--- src/rtl/gemm_pack_pipe.sv ---
// Two-stage exponent-resolve and pack pipeline with tile/last tracking.
// Define GEMM_PACK_SAT_EN to saturate overflow to max finite instead of inf.
module gemm_pack_pipe #(
  parameter int expWidth = 4,
  parameter int sigWidth = 4,
  parameter int TILE_LEN = 16
) (
  input  logic                         clk,
  input  logic                         rst_n,
  input  logic                         in_valid,
  output logic                         in_ready,
  input  logic                         in_sign,
  input  logic [sigWidth-1:0]          in_mant,
  input  logic [expWidth-1:0]          in_expoff,
  input  logic [expWidth-1:0]          in_exp,
  output logic                         out_valid,
  input  logic                         out_ready,
  output logic [expWidth+sigWidth-1:0] out_data,
  output logic                         out_last,
  input  logic                         clr,
  output logic                         ovf_sticky,
  output logic                         unf_sticky
);

  localparam int EW = expWidth + 2;
  localparam int DW = expWidth + sigWidth;
  localparam int CW = (TILE_LEN > 1) ? $clog2(TILE_LEN) : 1;
  localparam logic [CW-1:0] LAST = CW'(TILE_LEN - 1);
  localparam logic [EW-1:0] EMAX = EW'((1 << expWidth) - 1);

  logic                s1_valid;
  logic                s1_sign;
  logic [sigWidth-1:0] s1_mant;
  logic [EW-1:0]       s1_e;

  logic          s2_valid;
  logic          s2_ovf;
  logic          s2_unf;
  logic [DW-1:0] s2_data;

  logic [CW-1:0] cnt;
  logic          ovf_q;
  logic          unf_q;

  logic          s2_load;
  logic          s1_load;
  logic          xfer;
  logic [EW-1:0] e_next;
  logic          is_zero;
  logic          is_unf;
  logic          is_ovf;
  logic [DW-1:0] pack;

  assign s2_load  = !s2_valid || out_ready;
  assign s1_load  = !s1_valid || s2_load;
  assign in_ready = s1_load;
  assign xfer     = s2_valid && out_ready;

  // Two's-complement add in EW bits; no wrap for any input pair.
  assign e_next = {2'b00, in_exp}
                + {{2{in_expoff[expWidth-1]}}, in_expoff};

  always_ff @(posedge clk or negedge rst_n) begin
    if (!rst_n) begin
      s1_valid <= 1'b0;
      s1_sign  <= 1'b0;
      s1_mant  <= '0;
      s1_e     <= '0;
    end else if (s1_load) begin
      s1_valid <= in_valid;
      s1_sign  <= in_sign;
      s1_mant  <= in_mant;
      s1_e     <= e_next;
    end
  end

  assign is_zero = (s1_mant == '0);
  assign is_unf  = !is_zero &&
                   (s1_e[EW-1] || (s1_e == '0));
  assign is_ovf  = !is_zero && !s1_e[EW-1] &&
                   (s1_e >= EMAX);

  always_comb begin
    pack = {s1_sign, s1_e[expWidth-1:0],
            s1_mant[sigWidth-2:0]};
    unique case (1'b1)
      is_zero: pack = '0;
      is_unf:  pack = {s1_sign, {(DW-1){1'b0}}};
      is_ovf: begin
`ifdef GEMM_PACK_SAT_EN
        pack = {s1_sign, {(expWidth-1){1'b1}}, 1'b0,
                {(sigWidth-1){1'b1}}};
`else
        pack = {s1_sign, {expWidth{1'b1}},
                {(sigWidth-1){1'b0}}};
`endif
      end
      default: ;
    endcase
  end

  always_ff @(posedge clk or negedge rst_n) begin
    if (!rst_n) begin
      s2_valid <= 1'b0;
      s2_data  <= '0;
      s2_ovf   <= 1'b0;
      s2_unf   <= 1'b0;
    end else if (s2_load) begin
      s2_valid <= s1_valid;
      s2_data  <= s1_valid ? pack : '0;
      s2_ovf   <= s1_valid && is_ovf;
      s2_unf   <= s1_valid && is_unf;
    end
  end

  always_ff @(posedge clk or negedge rst_n) begin
    if (!rst_n) begin
      cnt   <= '0;
      ovf_q <= 1'b0;
      unf_q <= 1'b0;
    end else begin
      if (xfer)
        cnt <= (clr || cnt == LAST) ? '0 : cnt + CW'(1);
      else if (clr)
        cnt <= '0;
      if (xfer && s2_ovf)
        ovf_q <= 1'b1;
      else if (clr)
        ovf_q <= 1'b0;
      if (xfer && s2_unf)
        unf_q <= 1'b1;
      else if (clr)
        unf_q <= 1'b0;
    end
  end

  assign out_valid  = s2_valid;
  assign out_data   = s2_data;
  assign out_last   = s2_valid && (cnt == LAST);
  assign ovf_sticky = ovf_q;
  assign unf_sticky = unf_q;

endmodule

--- config.mk ---
export PLATFORM = sky130hd
export DESIGN_NAME = gemm_pack_pipe
export DESIGN_NICKNAME = d
export VERILOG_FILES = /design/src/rtl/gemm_pack_pipe.sv
export SDC_FILE = /design/constraint.sdc
export NUM_CORES = 1
export LEC_CHECK = 0
export ABC_AREA = 1
export BUFFER_PORTS_ARGS = -buffer_cell sky130_fd_sc_hd__buf_2
export CORE_AREA = 2 2 59 61
export CTS_CLUSTER_DIAMETER = 50
export DETAILED_ROUTE_END_ITERATION = 7
export DIE_AREA = 0 0 61 63
export GPL_ROUTABILITY_DRIVEN = 0
export GPL_TIMING_DRIVEN = 0
export PLACE_DENSITY = 0.68
export SYNTH_ARGS = -nofsm -noshare
export SYNTH_HDL_FRONTEND = slang
export SYNTH_SLANG_ARGS = --single-unit
--- constraint.sdc ---
create_clock -name clk -period 3 [get_ports clk]
set_clock_uncertainty 0.1 [all_clocks]
set_input_delay 0.3 -clock clk [delete_from_list [all_inputs] [get_ports clk]]
set_output_delay 0.3 -clock clk [all_outputs]
set_load 0.005 [all_outputs]
**Word level (Yosys, flattened, before mapping)**

Index checks and enable logic that the tools add are counted.

- Register bits: 29
- Bits in latches: 0
- RAM bits: 0
- ROM bits: 0
- Input port bits: 18
- Output and inout port bits: 13
- Word-level logic and storage cells: 45
- Memories: 0

- Add/sub/neg operators: 2
- $mul: 0
- Div/mod/pow operators: 0
- $lt $le $gt $ge: 1
- Equality and inequality tests: 1
- Shift operators: 0
- Multiplexer cells: 8
- Bitwise gates (word level): 0
- Reductions and logical operators: 22

Operators with widths:

| cell | count |
|---|---|
| $pmux W8 S3 | 1 |
| $mux W4 | 3 |
| $logic_and A1 B1 Y1 | 9 |
| $mux W8 | 1 |
| $add A5 B4 Y6 | 1 |
| $ge A6 B4 Y1 const B | 1 |
| $logic_not A6 Y1 | 1 |
| $reduce_bool A2 Y1 | 3 |
| $add A4 B1 Y4 const B | 1 |
| $eq A4 B4 Y1 const B | 1 |
| $logic_not A1 Y1 | 4 |
| $logic_not A4 Y1 | 1 |
| $logic_or A1 B1 Y1 | 4 |
| $mux W1 | 3 |

**Depth between registers and ports, before layout**

- Depth in word-level cells: 6
- Depth in mapped cells: 9
- Gate-level depth less buffers: 9

**Worst setup path after synthesis**

OpenSTA, ideal clock, no wires.

- Kind: input to register
- From: in in_expoff[0]
- To: reg s1_e[4]
- Setup time: 83 ps
- Arrival: 1363 ps
- Required time: 2817 ps
- Setup slack: 1454 ps
- Cell stages on the path: 6
- Path buffers: 0
- Cells stage by stage: ha_1 fa_1 a21oi_1 o21ai_0 xor2_1 o21ai_0

- Longest elaborated chain between the ends: 1

Ends and longest elaborated chain:

| what | RTL line | RTL |
|---|---|---|
| start, declared | 14 | `input logic [expWidth-1:0] in_expoff,` |
| $add A5 B4 Y6 | 61 | `+ {{2{in_expoff[expWidth-1]}}, in_expoff};` |
| end signal, assigned | 73 | `s1_e <= e_next;` |
| end, declared | 34 | `logic [EW-1:0] s1_e;` |

Every way passes these cells.
A chain may end at the register's enable or synchronous reset.

**Worst setup path in the final report**

- From: reg s2_valid, in the netlist out_valid
- To: out in_ready

- Longest elaborated chain between the ends: 3

Ends and longest elaborated chain:

| what | RTL line | RTL |
|---|---|---|
| start, declared | 36 | `logic s2_valid;` |
| start signal, assigned | 109 | `s2_valid <= s1_valid;` |
| $logic_not A1 Y1 | 54 | `assign s2_load = !s2_valid \|\| out_ready;` |
| $logic_or A1 B1 Y1 | 54 |  |
| $logic_or A1 B1 Y1 | 55 | `assign s1_load = !s1_valid \|\| s2_load;` |
| end, declared | 11 | `output logic in_ready,` |

Every way passes these cells.

==> metrics.cfg <==
[run_status]
outcome=completed

[yosys]
syn_area_um2=1430
ys_ff_latch=29
syn-mean-instance-area_um2=8.69
ys_types=23
ys_seq_area_share_pct=50.9
syn_inst=164
syn-num-nets=189
ys_warn_count=0

[setup_path]
crit_fanout=10
cpMostUsedCell=inv_2
slowest_delay_ns=0.38
cp_cell_sequence=inv_2, nor2_4, inv_2, nor2_8, inv_2, buf_6, buf_2
crit_type=reg -> out
cp_data_required_time_ns=2.60
end_kind=output pin
critPathLaunchType=flip-flop
cp_top_family=buffers and inverters
crit_buf_inv=5
worstPathArrival_ns=1.51
crit_slowest_cell=dfrtp_1

[sta]
slew_headroom_pct=59.5
finalHoldViolations=0
fmax_mhz=523
fin_ws_ns=1.09
rsz0062_at_grt=false
min_period_ns=1.91
slew_violations=0
tightestPinTransition_ns=0.608
setup_viol=0
post-route-period-util_pct=63.7
fin_tns_setup_ns=0

[cts]
path_clk_slew_ns=0.09
cts_tree=done
cts_resized=0
root_buffer=clkbuf_4
insertion_delay_ns=0.32
ctsHtreeMaxLevel=2
cts-buffers-inserted=5
ctsLongestPathBuffers=2
cts.sinks=29

[grt]
grt_pass1_wl_um=4650
grt.overflow.total=0
grt_max_degree=30
grt_use_total_pct=16.5
grt_pass1_vias=1170
antenna_found_initial=0

[die]
fp.dieArea_um2=3840
core_area_um2=3230
dieHeight_um=63
die_x_um=61
ios=31
rows=21
start_util_pct=44.1

[route]
post-route-drc-count=0
ant_nets=0
wire_per_inst_um=11.0
drt_iter0_drc=45
vias=1193
wirelength_um=2720
via_per_inst=4.81
dr.pass1.iters=6

[pwr]
p_int_w=0.000637
ir_drop_mv=0.193
swShare_pct=29.6
power.density_nw_per_um2=533
p_clk_share_pct=25.6
p_seq_share_pct=52.7
leakagePower_nw=0.927
p_switching_w=0.000268
p_comb_share_pct=21.7

[place]
hpwl_um=2140
pre_cts_ws_ns=1.20
io_buffer_count=30

[layout]
drive_gt1_share_pct=21.3
layout_common_cells=nand2_1, buf_2, dfrtp_1, inv_1, nand3_1
diodes=0
layout_commonest_cell=nand2_1
nets=227
synthToLayoutAreaGrowth_pct=19.1

[min_path]
hold_class=in -> reg

[job]
max_cap_viol_count=0

-- final timing paths --
path                                    startpoint                 endpoint  slack, ns  cells past startpoint
setup / recovery             out_valid$_DFFE_PN0P_                 in_ready       1.09                      7
hold / removal                            in_valid     s1_valid$_DFFE_PN0P_       0.07                      2
setup reg to reg            s1_mant[0]$_DFFE_PN0P_  out_data[5]$_DFFE_PN0P_       1.60                      8
hold reg to reg            out_data[4]$_DFFE_PN0P_  out_data[4]$_DFFE_PN0P_       0.38                      2
max in group asynchronous                    rst_n     s1_valid$_DFFE_PN0P_       1.97                      2
min in group asynchronous                    rst_n       cnt[2]$_DFFE_PN0P_       0.42                      2
-- Yosys cell counts --
library cell / instances / area (µm²)
nand2_1: 51 / 191
dfrtp_1: 29 / 726
inv_1: 17 / 63.8
nand3_1: 16 / 80.1
o21ai_0: 11 / 55.1
nor2_1: 8 / 30.0
ha_1: 6 / 75.1
o21ai_1: 4 / 20.0
inv_2: 3 / 11.3
nand4_1: 3 / 18.8
a22o_1: 2 / 17.5
xnor2_1: 2 / 17.5
xor2_1: 2 / 17.5
a21oi_1: 1 / 5.00
a31oi_1: 1 / 6.26
a32o_1: 1 / 10.0
buf_1: 1 / 3.75
buf_6: 1 / 11.3
fa_1: 1 / 20.0
nor2_4: 1 / 11.3
nor2_8: 1 / 20.0
o31ai_1: 1 / 7.51
or2_2: 1 / 6.26
-- flip-flops by register name, indices dropped and copies added, names as in the netlist, 4 cells and up --
name / flops
out_data: 8
s1_e: 6
cnt: 4
s1_mant: 4
-- metal layers --
layer	wire (µm)	up-vias	global-route usage, %	share of wire [%]
li1	-	608	-	-
met5	0	-	0	0
met1	1130	550	17.1	41
met4	58	0	7.34	2.1
met3	124	6	5.59	4.6
met2	1410	29	28.8	52
-- power groups by stage --
stage | Sequential (W) | Combinational (W) | Clock, W
finish | 0.000477 | 0.000196 | 0.000232
global route | 0.000485 | 0.000228 | 0.000257
CTS | 0.000478 | 0.000201 | 0.000240
detailed placement | 0.000486 | 0.000198 | 0
global placement | 0.000483 | 0.000191 | 0
floorplan | 0.000483 | 0.000121 | 0
-- cell type report --
cell class	count	area, µm²
fill	321	1530
buffer	2	15.0
tap	46	57.6
inverter	20	75.1
clock buffer	7	55.1
sequential	29	726
timing repair buffer	31	160
multi-input combinational	113	609
-- through the flow --
stage          hold WS, ns  total power (W)  utilization [%]  cells  instance area [µm²]
2_1_floorplan      -0.0956         0.000604                -    164                 1430
3_3_place_gp         0.243         0.000674             50.5    240                 1630
3_5_place_dp         0.254         0.000684             50.5    240                 1630
4_1_cts             0.0497         0.000919             52.5    248                 1700
5_1_grt             0.0554         0.000971             52.5    248                 1700
6_report            0.0692         0.000905             52.5    248                 1700
-- cells by family after synthesis --
group,share of synthesized area (%)
buffers and inverters,6.32
xor gates and xnor gates,2.46
DFF,50.9
and+or+nand+nor,25.1
AOI/OAI and AO/OA,8.52
adders and majority gates,6.67
-- timing repair --
| item | CTS | global route |
|---|---|---|
| endpoints found under the hold margin | 29 | 0 |
| hold buffers | 1 | 0 |
| setup buffers | 0 | 0 |
Power figures use the tool's default switching activity.
